File: src/rtl/gapal_shift_pkg.sv
// Shared definitions for the GAPAL multi-cycle shift responder.
// Contents: default datapath widths, FSM state encoding, latched mode fields.
package gapal_shift_pkg;

  localparam int unsigned WIDTH_DEF = 16;
  localparam int unsigned AMT_W_DEF = 4;

  typedef enum logic [0:0] {
    ST_IDLE  = 1'b0,
    ST_SHIFT = 1'b1
  } state_e;

  // Mode captured on the accept edge and held for the whole operation.
  typedef struct packed {
    logic rotate;
    logic left;
  } mode_t;

endpackage

File: src/rtl/shift_step.sv
// One-bit combinational shift/rotate stage.
// Ports:
//   value_i  : current value
//   left_i   : 1 = toward MSB, 0 = toward LSB
//   rotate_i : 1 = wrap the vacated bit around, 0 = zero fill left / sign fill right
//   step_c   : value after one step (combinational)
module shift_step #(
  parameter int unsigned WIDTH = 16
) (
  input  logic [WIDTH-1:0] value_i,
  input  logic             left_i,
  input  logic             rotate_i,
  output logic [WIDTH-1:0] step_c
);

  logic fill_lsb;
  logic fill_msb;

  // Incoming bit: rotation wraps the outgoing bit; otherwise 0 on the left, sign on the right.
  assign fill_lsb = rotate_i ? value_i[WIDTH-1] : 1'b0;
  assign fill_msb = rotate_i ? value_i[0] : value_i[WIDTH-1];

  always_comb begin
    step_c = value_i;
    if (left_i) begin
      step_c = {value_i[WIDTH-2:0], fill_lsb};
    end else begin
      step_c = {fill_msb, value_i[WIDTH-1:1]};
    end
  end

endmodule

File: src/rtl/seq_shift_unit.sv
// Multi-cycle shift responder: accepts a request on start, shifts one bit per
// cycle, pulses done with the result in r.
// Optional feature macro: SHIFT_ROTATE_EN (adds the rotate input).
// Ports:
//   clk, reset   : clock, synchronous active-high reset
//   start        : request strobe, accepted only when idle
//   shift_string : operand, sampled on accept
//   shift_amount : bit count, sampled on accept
//   left         : 1 = logical left, 0 = arithmetic right
//   rotate       : rotate select (SHIFT_ROTATE_EN builds only)
//   busy         : request in progress
//   done         : one-cycle completion pulse, r valid
//   r            : result, held until next accept or reset
module seq_shift_unit
  import gapal_shift_pkg::*;
#(
  parameter int unsigned WIDTH = WIDTH_DEF,
  parameter int unsigned AMT_W = AMT_W_DEF
) (
  input  logic             clk,
  input  logic             reset,
  input  logic             start,
  input  logic [WIDTH-1:0] shift_string,
  input  logic [AMT_W-1:0] shift_amount,
  input  logic             left,
`ifdef SHIFT_ROTATE_EN
  input  logic             rotate,
`endif
  output logic             busy,
  output logic             done,
  output logic [WIDTH-1:0] r
);

  state_e           state_q, state_d;
  logic [AMT_W-1:0] count_q, count_d;
  logic [WIDTH-1:0] r_q, r_d;
  mode_t            mode_q, mode_d;
  logic             busy_q, busy_d;
  logic             done_q, done_d;
  logic [WIDTH-1:0] step_c;
  logic             rotate_in;

`ifdef SHIFT_ROTATE_EN
  assign rotate_in = rotate;
`else
  assign rotate_in = 1'b0;
`endif

  // Single stage feeding the result register.
  shift_step #(
    .WIDTH(WIDTH)
  ) u_step (
    .value_i  (r_q),
    .left_i   (mode_q.left),
    .rotate_i (mode_q.rotate),
    .step_c   (step_c)
  );

  // State and datapath registers.
  always_ff @(posedge clk) begin
    if (reset) begin
      state_q <= ST_IDLE;
      count_q <= '0;
      r_q     <= '0;
      mode_q  <= '0;
      busy_q  <= 1'b0;
      done_q  <= 1'b0;
    end else begin
      state_q <= state_d;
      count_q <= count_d;
      r_q     <= r_d;
      mode_q  <= mode_d;
      busy_q  <= busy_d;
      done_q  <= done_d;
    end
  end

  // Next-state and registered-output logic.
  always_comb begin
    state_d = state_q;
    count_d = count_q;
    r_d     = r_q;
    mode_d  = mode_q;
    busy_d  = busy_q;
    done_d  = 1'b0;
    case (state_q)
      ST_IDLE: begin
        if (start) begin
          state_d       = ST_SHIFT;
          r_d           = shift_string;
          count_d       = shift_amount;
          mode_d.left   = left;
          mode_d.rotate = rotate_in;
          busy_d        = 1'b1;
        end
      end
      ST_SHIFT: begin
        if (count_q != '0) begin
          r_d     = step_c;
          count_d = AMT_W'(count_q - 1'b1);
        end else begin
          // Completion edge leaves r untouched so done and r line up.
          state_d = ST_IDLE;
          done_d  = 1'b1;
          busy_d  = 1'b0;
        end
      end
      default: begin
        state_d = ST_IDLE;
      end
    endcase
  end

  assign busy = busy_q;
  assign done = done_q;
  assign r    = r_q;

endmodule
File: config.mk
export PLATFORM = sky130hd
export DESIGN_NAME = seq_shift_unit
export DESIGN_NICKNAME = d
export VERILOG_FILES = /design/src/rtl/gapal_shift_pkg.sv /design/src/rtl/shift_step.sv /design/src/rtl/seq_shift_unit.sv
export SDC_FILE = /design/constraint.sdc
export NUM_CORES = 1
export LEC_CHECK = 0
export ABC_AREA = 1
export CORE_MARGIN = 3
export CORE_UTILIZATION = 48
export DETAILED_ROUTE_END_ITERATION = 12
export PLACE_DENSITY = 0.83
export SLEW_MARGIN = 25
export SYNTH_ARGS = -nofsm -noshare
export SYNTH_HDL_FRONTEND = slang
export SYNTH_SLANG_ARGS = --single-unit
File: constraint.sdc
create_clock -name clk -period 2.3 [get_ports clk]
set_clock_uncertainty 0.2 [all_clocks]
set_input_delay 0.345 -clock clk [delete_from_list [all_inputs] [get_ports clk]]
set_output_delay 0.345 -clock clk [all_outputs]
set_load 0.01 [all_outputs]
### Word level (Yosys, flattened, before mapping)

Index checks and enable logic that the tools add are counted.

* register bits: 24
* latch bits: 0
* RAM bits: 0
* bits in read-only memories: 0
* bits of input ports: 24
* output and inout bits: 18
* memories kept: 0

* add/sub/neg operators: 1
* $mul: 0
* divide/modulo/power cells: 0
* order comparisons: 0
* equal/unequal tests: 4
* shift operators: 0
* mux-type cells: 14
* bitwise gates (word level): 1
* reduce and logical (&&, ||, !) cells: 6

Operators by type and width (count)
* 2-to-1 mux 16 bit: 3
* case mux 16 bit (2 select lines): 1
* 2-to-1 mux 4 bit: 2
* case mux 4 bit (2 select lines): 1
* AND reduction 2 bit: 3
* 2-to-1 mux 1 bit: 5
* != test 2 x 1 -> 1 bit, second input constant: 2
* != test 2 bit, second input constant: 2
* case mux 1 bit (2 select lines): 2
* nonzero test 4 bit: 1
* subtractor 4 x 1 -> 4 bit, second input constant: 1
* AND reduction 3 bit: 1
* OR reduction 2 bit: 1
* NOT 1 bit: 1

### Logic depth before layout (Yosys ltp)

Gate-level depths: netlist of the first run.

* depth in word-level cells: 3
* gate-level depth with buffers: 8

### Modules after synthesis

Synthesis of the first run repeated with hierarchy kept, for this count alone.

* cell total of the unflattened synthesis: 228
* area, all modules: 1357.6 µm²

By module, submodules not included
* seq_shift_unit: times used 1, cells each 178, area an instance 1118.6 µm², sequential area each 480.5 µm²
* shift_step: times used 1, cells each 50, area an instance 239.0 µm², sequential area each 0.0 µm²

### Least setup slack after synthesis of the first run

No wires, ideal clock.

* path type: register -> register
* start: register count_q[0]
* end: register r_q[2], in the netlist r[2]
* arrival time: 1.101 ns
* path slack: 0.886 ns
* stages on the path, launching flop included: 9
* buffers on the path: 1
* clock period less this slack: 1.414 ns
* cells stage by stage: dfxtp_1 inv_1 ha_1 nand3_2 nand2_4 inv_4 buf_6 o21ai_1 nor2_1

* cells in the longest elaborated chain, start to end: 3

Ends and longest elaborated chain
* from (decl): line seq_shift_unit.sv:35 `logic [AMT_W-1:0] count_q, count_d;`
* from (signal assigned): line seq_shift_unit.sv:70 `count_q <= count_d;`
* nonzero test 4 bit: line seq_shift_unit.sv:98 `if (count_q != '0) begin`
* != test 2 x 1 -> 1 bit (no line)
* AND reduction 2 bit (no line)
* to (signal assigned): line seq_shift_unit.sv:71 `r_q <= r_d;`
* to (decl): line seq_shift_unit.sv:36 `logic [WIDTH-1:0] r_q, r_d;`

Every way passes these cells.
A chain may end at the register's enable or synchronous reset.

### Final worst setup path of the first run

* start: register r_q[1], in the netlist r[1]
* end: output port r[1]

RTL lines
* to (decl): line seq_shift_unit.sv:31 `output logic [WIDTH-1:0] r`

No word-level cell between the ends.

==> results.md, run 1 <==
- The flow ran to the end, and the final reports show no timing, DRC or antenna violations.
- The parity-gate share of the synthesized area counting xor and xnor cells is 0%.
- Data on the critical path is required at its endpoint by 1750 ps.
- For this design the ratio of total power to cell area is 664.2 nW/um^2.
- Per report_power, the clock group accounts for 16.9% of the total.
- The routing usage on met3 is 3.394%.
- The worst path in the final design needs a cycle of 1846 ps, including I/O delays and setup.
- Dividing the detail-routed wire length by the instance count gives 12.60 um.
- On the critical path, the stage with the largest delay is an instance of sky130_fd_sc_hd__clkdlybuf4s50_1.
- Grouping stages by cell kind, the critical path spends the most delay in buffers and inverters.
- The count of instances resized after the clock tree is built is 0.
- On the worst path, the slowest cell contributes a delay of 560 ps.
- The worst slew slack as a fraction of its limit is 66.91%.
- The overflow left after global routing is 0.
- For this run, the number of standard cells in the final layout without fillers is 260.
- The setup path with the least slack is of type flip-flop to output pin.
- The classification of the worst-slack hold path is flip-flop to flip-flop.
- Once detail routing completed, the nets flagged for antenna violations numbered 0.
- The total negative slack is 0 ps.
- The count of final hold-check violations is 0.
- Buffers inserted during clock tree synthesis total 3.
- The post-synthesis net count is 218.
- The die is 57.46 um wide.
- For this design, the CTS-stage hold fixing added 0 buffers.
- The cell count after placement is 257.
- Setup repair after global routing left no endpoint under its margin.
- The placed wire-length estimate after detailed placement is 2.359 mm.
- The global placer's final weighted congestion is 0.8204.
- The largest area contributor in the synthesized netlist is sky130_fd_sc_hd__dfxtp_1.
- The vertical extent of the die is 57.46 um.
- In this run the standard cell core region covers 2500 sq um.
- After synthesis the netlist holds a flip-flop and latch count of 24.
- In the routed design, unresolved DRC markers number 0.
- 0 antenna diodes ended up in the layout.
- Once the clock tree was built, the setup fixing pass inserted 0 buffers.
- The met2 track demand over resource is 33.87%.
- The number of DRC markers in iteration 0 is 44.
- The maximum level of the CTS H-tree is 1.
- The pin count of the biggest net entering global routing is 24.
- The first element of the critical path is r[1]$_SDFFE_PP0P_.
- After clock tree synthesis, the clock-pin slew on the worst setup and hold paths is 130 ps.
- The max-slew violation count is 0.
- The startpoint identified for the worst register-to-register timing path is count_q[0]$_SDFFE_PP0P_.
- The area share of and/or/nand/nor cells after synthesis is 29.63%.
- Of the post-synthesis cell area, the dominant cell type holds 37.80%.
- The number of antenna violations at the first check in global routing is 0.
- The cell leakage power is 0.7194 nW.
- The adder and majority gate portion of the synthesized area is 0.9843%.
- The CTS tree is yes.
- From synthesis to final layout, the design area changed by 32.58%.
- Traced cell by cell, the critical path runs through clkdlybuf4s50_1.
- The clock passes through at most 2 buffers.
- The routed via count divided by cell count is 5.169.
- The routed design has 3.276 mm of wire.
- The routed via count is 1344.
- Global routing used 21.15% of the available tracks across all layers.
- The mux share of post-synthesis cell area is 0%.
- The row count is 18.
- The starting utilization of the core area is 50.85%.
- The layer flagged by global routing as most heavily used is met2.
- The synthesized netlist occupies a cell area of 1271 sq um.
- The part of the power in combinational logic is 35.5%.
- The capturing element type of the critical path is an output pin.
- The total buffers and inverters traversed by the critical path is 1.
- Summing the areas of all compound-gate instances in the mapped netlist gives 22.24% of the synthesized area.
- The clock reaches the later pin of the worst-skew pair after 310 ps.
- The launch instance of the worst min-delay path is count_q[1]$_SDFFE_PP0P_.
- The internal power of the cells is 726.2 uW.
- The floorplan step defined a die boundary enclosing 3302 sq um.
- In this run, distinct cell masters in the synthesized netlist total 19.
- Across the run, the number of max-cap violations was 0.
- The worst-case IR drop observed on VDD is 0.4258 mV.
- The proportion of synthesized chip area in sequential cells is 37.80%.
- The routing usage on met1 is 28.19%.
- The slew of the pin with the lowest slew margin is 495.8 ps.
- The number of I/O pins is 42.
- The switching fraction of total power is 35.13%.
- In this run the clock root is driven by a sky130_fd_sc_hd__clkbuf_4.
- The share of total power dissipated in sequential elements is 47.6%.
- The first detailed-routing pass took 4 iterations.
- The number of nets at the end of the flow is 257.
- Synthesis handed over a netlist of 193 instances.
- The number of setup violations in the final report is 0.
- The data arrival time of the worst path is 1300 ps.
- The first global-routing pass estimated 5.568 mm of wire.
- The number of global-route vias before repair is 1241.
- Dividing the synthesized area by the synthesized cell count gives 6.587 sq um.
- The portion of the clock cycle consumed by the worst path in the final layout is 80.28%.
- Input and output buffers added on the ports amount to 41.
- Along the worst path, the maximum fanout reaches 4.
- In the post-synthesis netlist, the biggest area contributors are sky130_fd_sc_hd__dfxtp_1 (38%), sky130_fd_sc_hd__nor2_1 (16%), sky130_fd_sc_hd__o21ai_0 (14%), sky130_fd_sc_hd__nand2_1 (9.2%), sky130_fd_sc_hd__o21ai_1 (5.1%).
- The element type at the critical path start is a flip-flop.
- The combinational family with the most area after synthesis is simple AND/OR/NAND/NOR gates.
- The proportion of layout cells with a drive suffix above 1 is 6.087%.
- Counting every sink on the clock net gives 24.
- In this run the power spent charging and discharging nets is 393.2 uW.
- The number of filler instances in the final layout is 232.
- The maximum operating frequency is 541.6 MHz.
- The total of warnings raised by yosys is 0.
-- through the flow --
stage | setup slack [ps] | util [%] | power (mW) | instance area [sq um] | hold WS, ps
floorplan | 886.1 | - | 0.7747 | 1271 | 207.4
finish | 453.5 | 67.42 | 1.119 | 1685 | 311.4
detailed placement | 399.2 | 66.52 | 0.9383 | 1663 | 299.2
global route | 388.7 | 67.42 | 1.203 | 1685 | 340.9
global placement | 435.5 | 66.52 | 0.9257 | 1663 | 267.0
CTS | 449.9 | 67.42 | 1.122 | 1685 | 317.3
-- per-layer routing --
metal  wire, um  vias up
li1           -      698
met1       1505      604
met2       1564       37
met3        161        5
met4         44        0
met5          0        -
-- cells in the final DEF, fill, tap and decap left out, types with 3 or more instances in the layout --
cell type and n:
sky130_fd_sc_hd__nand3_1 5, sky130_fd_sc_hd__a21oi_1 5, sky130_fd_sc_hd__clkbuf_4 3, sky130_fd_sc_hd__inv_1 7, sky130_fd_sc_hd__nand2_1 31, sky130_fd_sc_hd__o21ai_1 13
sky130_fd_sc_hd__dfxtp_1 24, sky130_fd_sc_hd__o21ai_0 35, sky130_fd_sc_hd__buf_4 3, sky130_fd_sc_hd__nor2_1 54, sky130_fd_sc_hd__clkdlybuf4s50_1 41
-- cells in the mapped netlist, drive strengths merged --
library cell / count
nand2: 33
inv: 10
buf: 9
o21ai: 49
nor2: 54
dfxtp: 24
nand3: 6
ha: 1
a21oi: 6
clkbuf: 1
-- flip-flops by register name (all words and copies together) (netlist names) --
name,cells
count_q,4
state_q,1
mode_q,1
busy,1
done,1
r,16
-- path summary, 6_finish.rpt --
check | end | depth (start not counted) | slack, ps
max | r[1] | 1 | 450
min | count_q[1]$_SDFFE_PP0P_ | 2 | 310
max reg2reg | r[11]$_SDFFE_PP0P_ | 7 | 590
min reg2reg | count_q[1]$_SDFFE_PP0P_ | 2 | 310
-- cell families (layout without fill, tap and decap cells) --
kind of cell    after synthesis  in the layout
compound gates               55             55
fa+ha+maj                     1              1
buf+inv                      20             57
flops                        24             24
simple gates                 93             93
-- power groups by stage --
stage          Clock (mW)  Combinational [mW]  Sequential, mW
2_1_floorplan           0               0.229           0.546
3_3_place_gp            0               0.388           0.538
3_5_place_dp            0               0.398           0.541
4_1_cts             0.190               0.400           0.532
5_1_grt             0.215               0.446           0.542
6_report            0.189               0.398           0.533
-- cell type report --
type | instances | area [sq um] | share of cell area, %
multi-input combinational | 149 | 671.9 | 39.87
inverter | 10 | 40.04 | 2.376
sequential | 24 | 480.5 | 28.51
tap | 30 | 37.54 | 2.227
clock buffer | 3 | 22.52 | 1.336
timing repair buffer | 44 | 432.9 | 25.69
Power figures use the tool's default switching activity.
==> run 2: changes to the inputs <==
--- a/config.mk
+++ b/config.mk
@@ -7,9 +7,9 @@
 export LEC_CHECK = 0
 export ABC_AREA = 1
 export CORE_MARGIN = 3
-export CORE_UTILIZATION = 48
+export CORE_UTILIZATION = 41
 export DETAILED_ROUTE_END_ITERATION = 12
-export PLACE_DENSITY = 0.83
+export PLACE_DENSITY = 0.76
 export SLEW_MARGIN = 25
 export SYNTH_ARGS = -nofsm -noshare
 export SYNTH_HDL_FRONTEND = slang
==> constraint.sdc (replaced) <==
create_clock -name clk -period 1.6 [get_ports clk]
set_clock_uncertainty 0.2 [all_clocks]
set_input_delay 0.24 -clock clk [delete_from_list [all_inputs] [get_ports clk]]
set_output_delay 0.24 -clock clk [all_outputs]
set_load 0.01 [all_outputs]
==> run 2 against run 1 <==
  * Via count increased by 3.2%
  * Utilization decreased by 4.4 points
  * Critical path depth increased by 6
  * First-iteration DRC count unchanged
  * Die area increased by 15%
  * Sequential power increased by 44%
  * Sequential cell count unchanged
  * Combinational power increased by 48%
  * Cell count increased by 4.6%
  * Critical path type is now flip-flop to flip-flop
  * Highest routed layer unchanged
==> results.md, run 2 (same netlist as run 1, synthesis figures left out) <==
- The pin count of the biggest net entering global routing is 22 (-8.3%).
- The max-capacitance violation count came to 0 (unchanged).
- The depth of the worst register-to-register path is 7 (unchanged).
- The overall die width is 61.68 um (+7.3%).
- The path with the worst hold slack has its endpoint at count_q[1]$_SDFFE_PP0P_.
- Leaving out fill and tap cells, the most frequent cell in the layout is sky130_fd_sc_hd__nor2_1.
- The worst vdd rail ir drop is 0.5001 mV (+17%).
- The clock latency reported for the late side of the worst-skew pair was 330 ps (+20 ps).
- The number of antenna violations at the first check in global routing was 0 (unchanged).
- The number of buffers added by the clock tree synthesis step is 3 (unchanged).
- The total power density per cell area was 1002 nW/um^2 (+51%).
- The area of the core is 2853 sq um (+14%).
- The worst hold margin is 287.1 ps (-24.30 ps).
- The relative area change from synthesis to final layout is 41.44%.
- The number of setup violations in the final report is 0 (unchanged).
- The global-route wire length before repair is 5.464 mm (-1.9%).
- The internal power of the cells came to 1.223 mW (+68%).
- The required time of the critical path is 1640 ps (-110 ps).
- The max-slew violation count is 0 (unchanged).
- The starting utilization of the core area is 44.56% (-6.3 points).
- The flip-flop count of the largest register, all copies and words added was 16 (unchanged).
- The minimum setup slack among reg-to-reg paths is 50 ps (-540 ps).
- The overall track demand over capacity in global routing is 18.96% (-2.2 points).
- The number of global-route vias before repair is 1215 (-2.1%).
- The final total power is 1.802 mW (+61%).
- The number of I/O port buffers came to 41 (unchanged).
- The remaining antenna violation count was 0 (unchanged).
- The global placer's final weighted congestion was 0.8216 (+0.15%).
- The CTS tree is yes.
- The final critical path takes up 96.64% of the cycle.
- The number of remaining DRC errors is 0 (unchanged).
- The worst-path maximum fanout is 16 (+12).
- The proportion of layout cells with a drive suffix above 1 is 15.77% (+9.7 points).
- The element type at the critical path start is a flip-flop.
- The launch instance of the worst min-delay path is count_q[1]$_SDFFE_PP0P_.
- The row count came to 19 (+1).
- The part of the power in combinational logic is 32.7% (-2.8 points).
- The switching power of the nets is 579.1 uW (+47%).
- The switching fraction of total power is 32.14% (-3.0 points).
- The start-to-end type of the worst setup path is flip-flop to flip-flop.
- The placed wire-length estimate after detailed placement is 2.297 mm (-2.6%).
- The flow ran to the end, and the final reports show no timing, DRC or antenna violations.
- The worst hold path stage count is 2 (unchanged).
- The routed via count came to 1387 (+3.2%).
- The launch instance of the worst register-to-register path is count_q[0]$_SDFFE_PP0P_.
- The routed wire length per instance is 12.37 um (-1.8%).
- The number of I/O pins is 42 (unchanged).
- The floorplan die area is 3804 sq um (+15%).
- The final critical delay including setup and external delays is 1546 ps.
- The vertical extent of the die is 61.68 um (+7.3%).
- The post-CTS clock slew at the launch and capture registers of the worst setup and hold paths is 140 ps (about the same).
- The core utilization of the finished layout is 63.03% (-4.4 points).
- The number of nets at the end of the flow is 267 (+3.9%).
- The path class of the tightest hold or removal check is flip-flop to flip-flop.
- The cell leakage power is 0.8510 nW (+18%).
- The root buffer selected by CTS is sky130_fd_sc_hd__clkbuf_4.
- The cell count after placement is 266 (+3.5%).
- The number of inserted diodes is 0 (unchanged).
- The data arrival time of the worst path came to 1580 ps (+280 ps).
- The final cell count without fillers is 272 (+4.6%).
- The maximum root-to-sink buffer count is 2 (unchanged).
- The routed via count divided by cell count is 5.099 (-1.4%).
- Derived from the worst setup path, the maximum achievable clock frequency is 646.7 MHz.
- The total number of clock tree sinks is 24 (unchanged).
- The slew of the pin with the lowest slew margin is 307.3 ps (-188.6 ps).
- The count of final hold-check violations is 0 (unchanged).
- The fraction of power consumed by sequential logic came to 42.6% (-5.0 points).
- The total iterations of the first detailed-routing run was 5 (+1).
- The number of DRC markers in iteration 0 is 44 (unchanged).
- The overflow left after global routing is 0 (unchanged).
- The top cell types in the final layout, fill and taps aside, are sky130_fd_sc_hd__nor2_1 (54), sky130_fd_sc_hd__o21ai_0 (33), sky130_fd_sc_hd__nand2_1 (31), sky130_fd_sc_hd__clkdlybuf4s50_1 (23), sky130_fd_sc_hd__dlygate4sd2_1 (18).
- The clock network power share came to 24.7% (+7.8 points).
- The maximum level of the CTS H-tree is 1 (unchanged).
- The sum of routed wire length over all layers is 3.365 mm (+2.7%).
- The end of the worst register-to-register path is r[10]$_SDFFE_PP0P_.
- The worst slew slack as a fraction of its limit came to 79.48% (+13 points).
- The total negative slack is 0 ps (unchanged).
- STA classifies the critical path endpoint as a flip-flop.
[run 2: changes by cell type in the layout (fill, tap and decap cells not counted), sizes merged]
cell	delta
bufinv	+1
clkdlybuf4s50	-18
dlygate4sd2	+18
buf	+10
[run 2: per-layer routing]
layer	up-vias	track usage, %	share of wire [%]
li1	722	-	-
met1	611	26.17	47
met2	50	30.34	46
met3	4	4.403	6.1
met4	0	3.636	0.80
met5	-	0	0
[run 2: metrics by stage]
step | setup WS (ps) | area (sq um)
after global routing | -3.436 | 1798
after floorplan | 186.1 | 1271
after detailed placement | 5.220 | 1737
after CTS | 69.08 | 1783
final | 53.74 | 1798
after global placement | 18.01 | 1737
[run 2: final cells by class]
type / count / area [sq um]
Clock buffer: 3 / 22.52
Clock inverter: 1 / 30.03
Fill cell: 280 / 1055
Inverter: 10 / 40.04
Multi-Input combinational cell: 149 / 671.9
Sequential cell: 24 / 496.7
Tap cell: 31 / 38.79
Timing Repair Buffer: 54 / 498.0
[run 2: what timing repair did]
item | in CTS | in global routing
endpoints found under the setup margin | 18 | 4
pin swaps | 0 | 1
setup buffers | 0 | 2
hold buffers | 0 | 0
resized for setup | 31 | 2
[run 2: worst max-delay path, cell delays in order (launching register included)]
cell,delay [ps]
sky130_fd_sc_hd__dfxtp_1,330
sky130_fd_sc_hd__inv_1,110
sky130_fd_sc_hd__ha_1,210
sky130_fd_sc_hd__nand3_2,120
sky130_fd_sc_hd__nand2_4,160
sky130_fd_sc_hd__inv_4,100
sky130_fd_sc_hd__o21ai_0,170
sky130_fd_sc_hd__nor2_1,60
[run 2: worst max-delay path by stage]
stage	startpoint	slack, ps	cells past startpoint	endpoint
global route	count_q[0]$_SDFFE_PP0P_	-3	7	r[10]$_SDFFE_PP0P_
detailed placement	start	5	7	r[0]$_SDFFE_PP0P_
global placement	start	20	7	r[0]$_SDFFE_PP0P_
CTS	count_q[0]$_SDFFE_PP0P_	70	7	r[10]$_SDFFE_PP0P_
finish	count_q[0]$_SDFFE_PP0P_	50	7	r[10]$_SDFFE_PP0P_
floorplan	count_q[0]$_SDFFE_PP0P_	190	8	r[2]$_SDFFE_PP0P_
[run 2: power groups by stage]
| stage | clock network [mW] | registers, mW | logic [mW] |
|---|---|---|---|
| 2_1_floorplan | 0 | 0.785 | 0.329 |
| 3_3_place_gp | 0 | 0.771 | 0.614 |
| 3_5_place_dp | 0 | 0.770 | 0.618 |
| 4_1_cts | 0.450 | 0.766 | 0.580 |
| 5_1_grt | 0.473 | 0.780 | 0.659 |
| 6_report | 0.444 | 0.767 | 0.590 |
==> run 3: changes to the inputs <==
--- a/config.mk
+++ b/config.mk
@@ -6,11 +6,10 @@
 export NUM_CORES = 1
 export LEC_CHECK = 0
 export ABC_AREA = 1
-export CORE_MARGIN = 3
+export CORE_MARGIN = 2
 export CORE_UTILIZATION = 41
 export DETAILED_ROUTE_END_ITERATION = 12
 export PLACE_DENSITY = 0.76
-export SLEW_MARGIN = 25
 export SYNTH_ARGS = -nofsm -noshare
 export SYNTH_HDL_FRONTEND = slang
 export SYNTH_SLANG_ARGS = --single-unit
==> run 3 against run 2 <==
  * Critical path depth rose by 1
  * Sequential share of layout area barely moved
  * Via count fell by 0.36%
  * Count of clock-buffer cells in the layout rose by 1
  * Sequential power barely moved
  * Sequential cell count did not move
  * Wire length fell by 3.3%
  * Cell count rose by 1.8%
  * Critical path type unchanged
==> results.md, run 3 (same netlist as run 1, synthesis figures left out) <==
- The worst slew slack as a fraction of its limit is 64.10% (-15 points).
- The total iterations of the first detailed-routing run is 4 (-1).
- The worst setup path is launched from a flip-flop.
- The start-to-end type of the worst setup path is flip-flop to flip-flop.
- The floorplan die area came to 3562 sq um (-6.4%).
- The count of hold-fix buffers inserted at cts is 0 (unchanged).
- The row count was 20 (+1).
- The routed via count divided by cell count is 4.989 (-2.2%).
- The number of I/O pins is 42 (unchanged).
- The longest individual stage delay on the worst path is 350 ps (+20 ps).
- The routed wire length per instance came to 11.75 um (-5.0%).
- Tracing the worst setup path back leads to its startpoint at count_q[1]$_SDFFE_PP0P_.
- The depth of the worst register-to-register path is 8 (+1).
- The cell that appears most often on the critical path is sky130_fd_sc_hd__buf_4.
- The worst hold margin is 293.4 ps (+6.352 ps).
- The flip-flop count of the largest register, all copies and words added was 16 (unchanged).
- The required time of the critical path came to 1620 ps (-20 ps).
- The number of antenna violations at the first check in global routing is 0 (unchanged).
- The data arrival time of the worst path was 1600 ps (+20 ps).
- The library cells used most frequently in the layout, excluding fill and tap cells, are sky130_fd_sc_hd__nor2_1 (54), sky130_fd_sc_hd__o21ai_0 (34), sky130_fd_sc_hd__nand2_1 (31), sky130_fd_sc_hd__clkdlybuf4s50_1 (23), sky130_fd_sc_hd__dlygate4sd2_1 (18).
- The overflow left after global routing is 0 (unchanged).
- The global-route wire length before repair came to 5.430 mm (-0.62%).
- The area of the core was 3003 sq um (+5.3%).
- The count of final hold-check violations is 0 (unchanged).
- The tightest min-delay check is of the flip-flop to flip-flop type.
- The number of inserted diodes was 0 (unchanged).
- The clock latency reported for the late side of the worst-skew pair is 310 ps (-20 ps).
- The number of DRC markers in iteration 0 is 36 (-18%).
- The minimum setup slack among reg-to-reg paths was 10 ps (-40 ps).
- The end of the worst register-to-register path is count_q[0]$_SDFFE_PP0P_.
- The worst vdd rail ir drop is 0.4495 mV (-10%).
- The total number of clock tree sinks was 24 (unchanged).
- The max-slew violation count is 0 (unchanged).
- The kind of cell with the highest combined delay on the critical path is flip-flops.
- TritonCTS built the clock tree.
- The global placer's final weighted congestion came to 0.7968 (-3.0%).
- The run finished with clean final reports.
- The maximum operating frequency is 630.4 MHz (-2.5%).
- The starting utilization of the core area is 42.33% (-2.2 points).
- The cell at the slowest stage of the critical path is sky130_fd_sc_hd__dfxtp_1.
- The max-capacitance violation count is 0 (unchanged).
- The final total power came to 1.698 mW (-5.7%).
- The number of buffers added by the clock tree synthesis step came to 3 (unchanged).
- The relative area change from synthesis to final layout is 42.03%.
- The sum of routed wire length over all layers is 3.254 mm (-3.3%).
- The number of remaining DRC errors is 0 (unchanged).
- The most common cell after layout, fill and taps aside is sky130_fd_sc_hd__nor2_1.
- STA classifies the critical path endpoint as a flip-flop.
- The overall track demand over capacity in global routing came to 19.52% (+0.57 points).
- The maximum level of the CTS H-tree came to 1 (unchanged).
- The slew of the pin with the lowest slew margin is 538.0 ps (+230.7 ps).
- The number of nets at the end of the flow is 270 (+1.1%).
- The pin count of the biggest net entering global routing is 20 (-9.1%).
- The proportion of layout cells with a drive suffix above 1 is 18.03% (+2.3 points).
- The signal on the critical path passes through inv_1, ha_2, nand3_4, nand2_4, buf_4, buf_4, o21ai_0, a21oi_1.
- The total power density per cell area is 940.6 nW/um^2 (-6.1%).
- The worst-path maximum fanout is 5 (-11).
- The portion of the clock cycle consumed by the worst path in the final layout is 99.14% (+2.5 points).
- In this run the most critical hold path is launched from count_q[1]$_SDFFE_PP0P_.
- The number of I/O port buffers was 41 (unchanged).
- The final critical delay including setup and external delays is 1586 ps (+39.96 ps).
- The cell leakage power is 0.8532 nW (+0.27%).
- The number of filler instances in the final layout is 304 (+8.6%).
- The capturing instance or port of the critical path is count_q[0]$_SDFFE_PP0P_.
- The post-CTS clock slew at the launch and capture registers of the worst setup and hold paths came to 130 ps (about the same).
- The number of cells on the critical path came to 8 (+1).
- The overall die width came to 59.68 um (-3.2%).
- The total buffers and inverters traversed by the critical path is 3 (+1).
- The routed via count is 1382 (-0.36%).
- The maximum root-to-sink buffer count is 2 (unchanged).
- The root buffer selected by CTS is sky130_fd_sc_hd__clkbuf_4.
- The remaining antenna violation count is 0 (unchanged).
- The startpoint identified for the worst register-to-register timing path is count_q[1]$_SDFFE_PP0P_.
- The number of setup violations in the final report is 0 (unchanged).
- The placed wire-length estimate after detailed placement is 2.215 mm (-3.6%).
- The number of global-route vias before repair came to 1259 (+3.6%).
- The vertical extent of the die is 59.68 um (-3.2%).
-- run 3: timing repair --
action,4_1_cts,5_1_grt
gates cloned,0,1
setup buffers,0,6
gates resized for setup,31,5
setup endpoints to repair,18,14
pin swaps,0,1
-- run 3: worst min-delay path by stage --
stage / to / slack, ps / depth (start not counted)
3_3_place_gp: count_q[1]$_SDFFE_PP0P_ / 260 / 2
6_report: count_q[1]$_SDFFE_PP0P_ / 290 / 2
3_5_place_dp: count_q[1]$_SDFFE_PP0P_ / 280 / 2
2_1_floorplan: count_q[2]$_SDFFE_PP0P_ / 100 / 1
4_1_cts: count_q[1]$_SDFFE_PP0P_ / 290 / 2
5_1_grt: count_q[1]$_SDFFE_PP0P_ / 320 / 2
-- run 3: area by class of cell --
cell class / count / area, sq um / share of cell area [%]
clock buffers: 4 / 36.28 / 2.010
inverters: 10 / 40.04 / 2.218
multi-input cells: 150 / 688.2 / 38.12
well taps: 33 / 41.29 / 2.287
flip-flops and latches: 24 / 499.2 / 27.65
repair buffers: 56 / 500.5 / 27.72
-- run 3: through the flow --
stage          instances  setup WS [ps]  TNS, ps  cell area (sq um)  utilization (%)
6_report             277          13.77        0               1805            60.12
5_1_grt              277         -37.27   -37.27               1805            60.12
4_1_cts              270          58.51        0               1742            58.00
3_5_place_dp         266         -21.21   -100.5               1712            57.00
3_3_place_gp         266         -11.57   -40.84               1712            57.00
2_1_floorplan        193          186.1        0               1271                -
-- run 3: worst reg2reg max path: cells and delay by family, from the launching register on --
kind	cells	cell delay [ps]
AOI/OAI and AO/OA	2	220
DFF	1	350
buffers and inverters	3	340
and+or+nand+nor	2	200
adders and majority gates	1	190
-- run 3: per-layer routing --
metal	up-vias	track usage [%]	wire length (um)
met4	0	6.032	14
met2	44	32.76	1513
met1	608	25.94	1578
li1	728	-	-
met3	2	2.597	147
met5	-	0	0
-- run 3: power by group --
| group | switching, mW | total, mW | leakage, nW | internal, mW |
|---|---|---|---|---|
| clock | 0.187 | 0.326 | 0.0210 | 0.139 |
| combinational | 0.318 | 0.604 | 0.629 | 0.286 |
| sequential | 0.0756 | 0.768 | 0.204 | 0.693 |
| total | 0.580 | 1.70 | 0.853 | 1.12 |
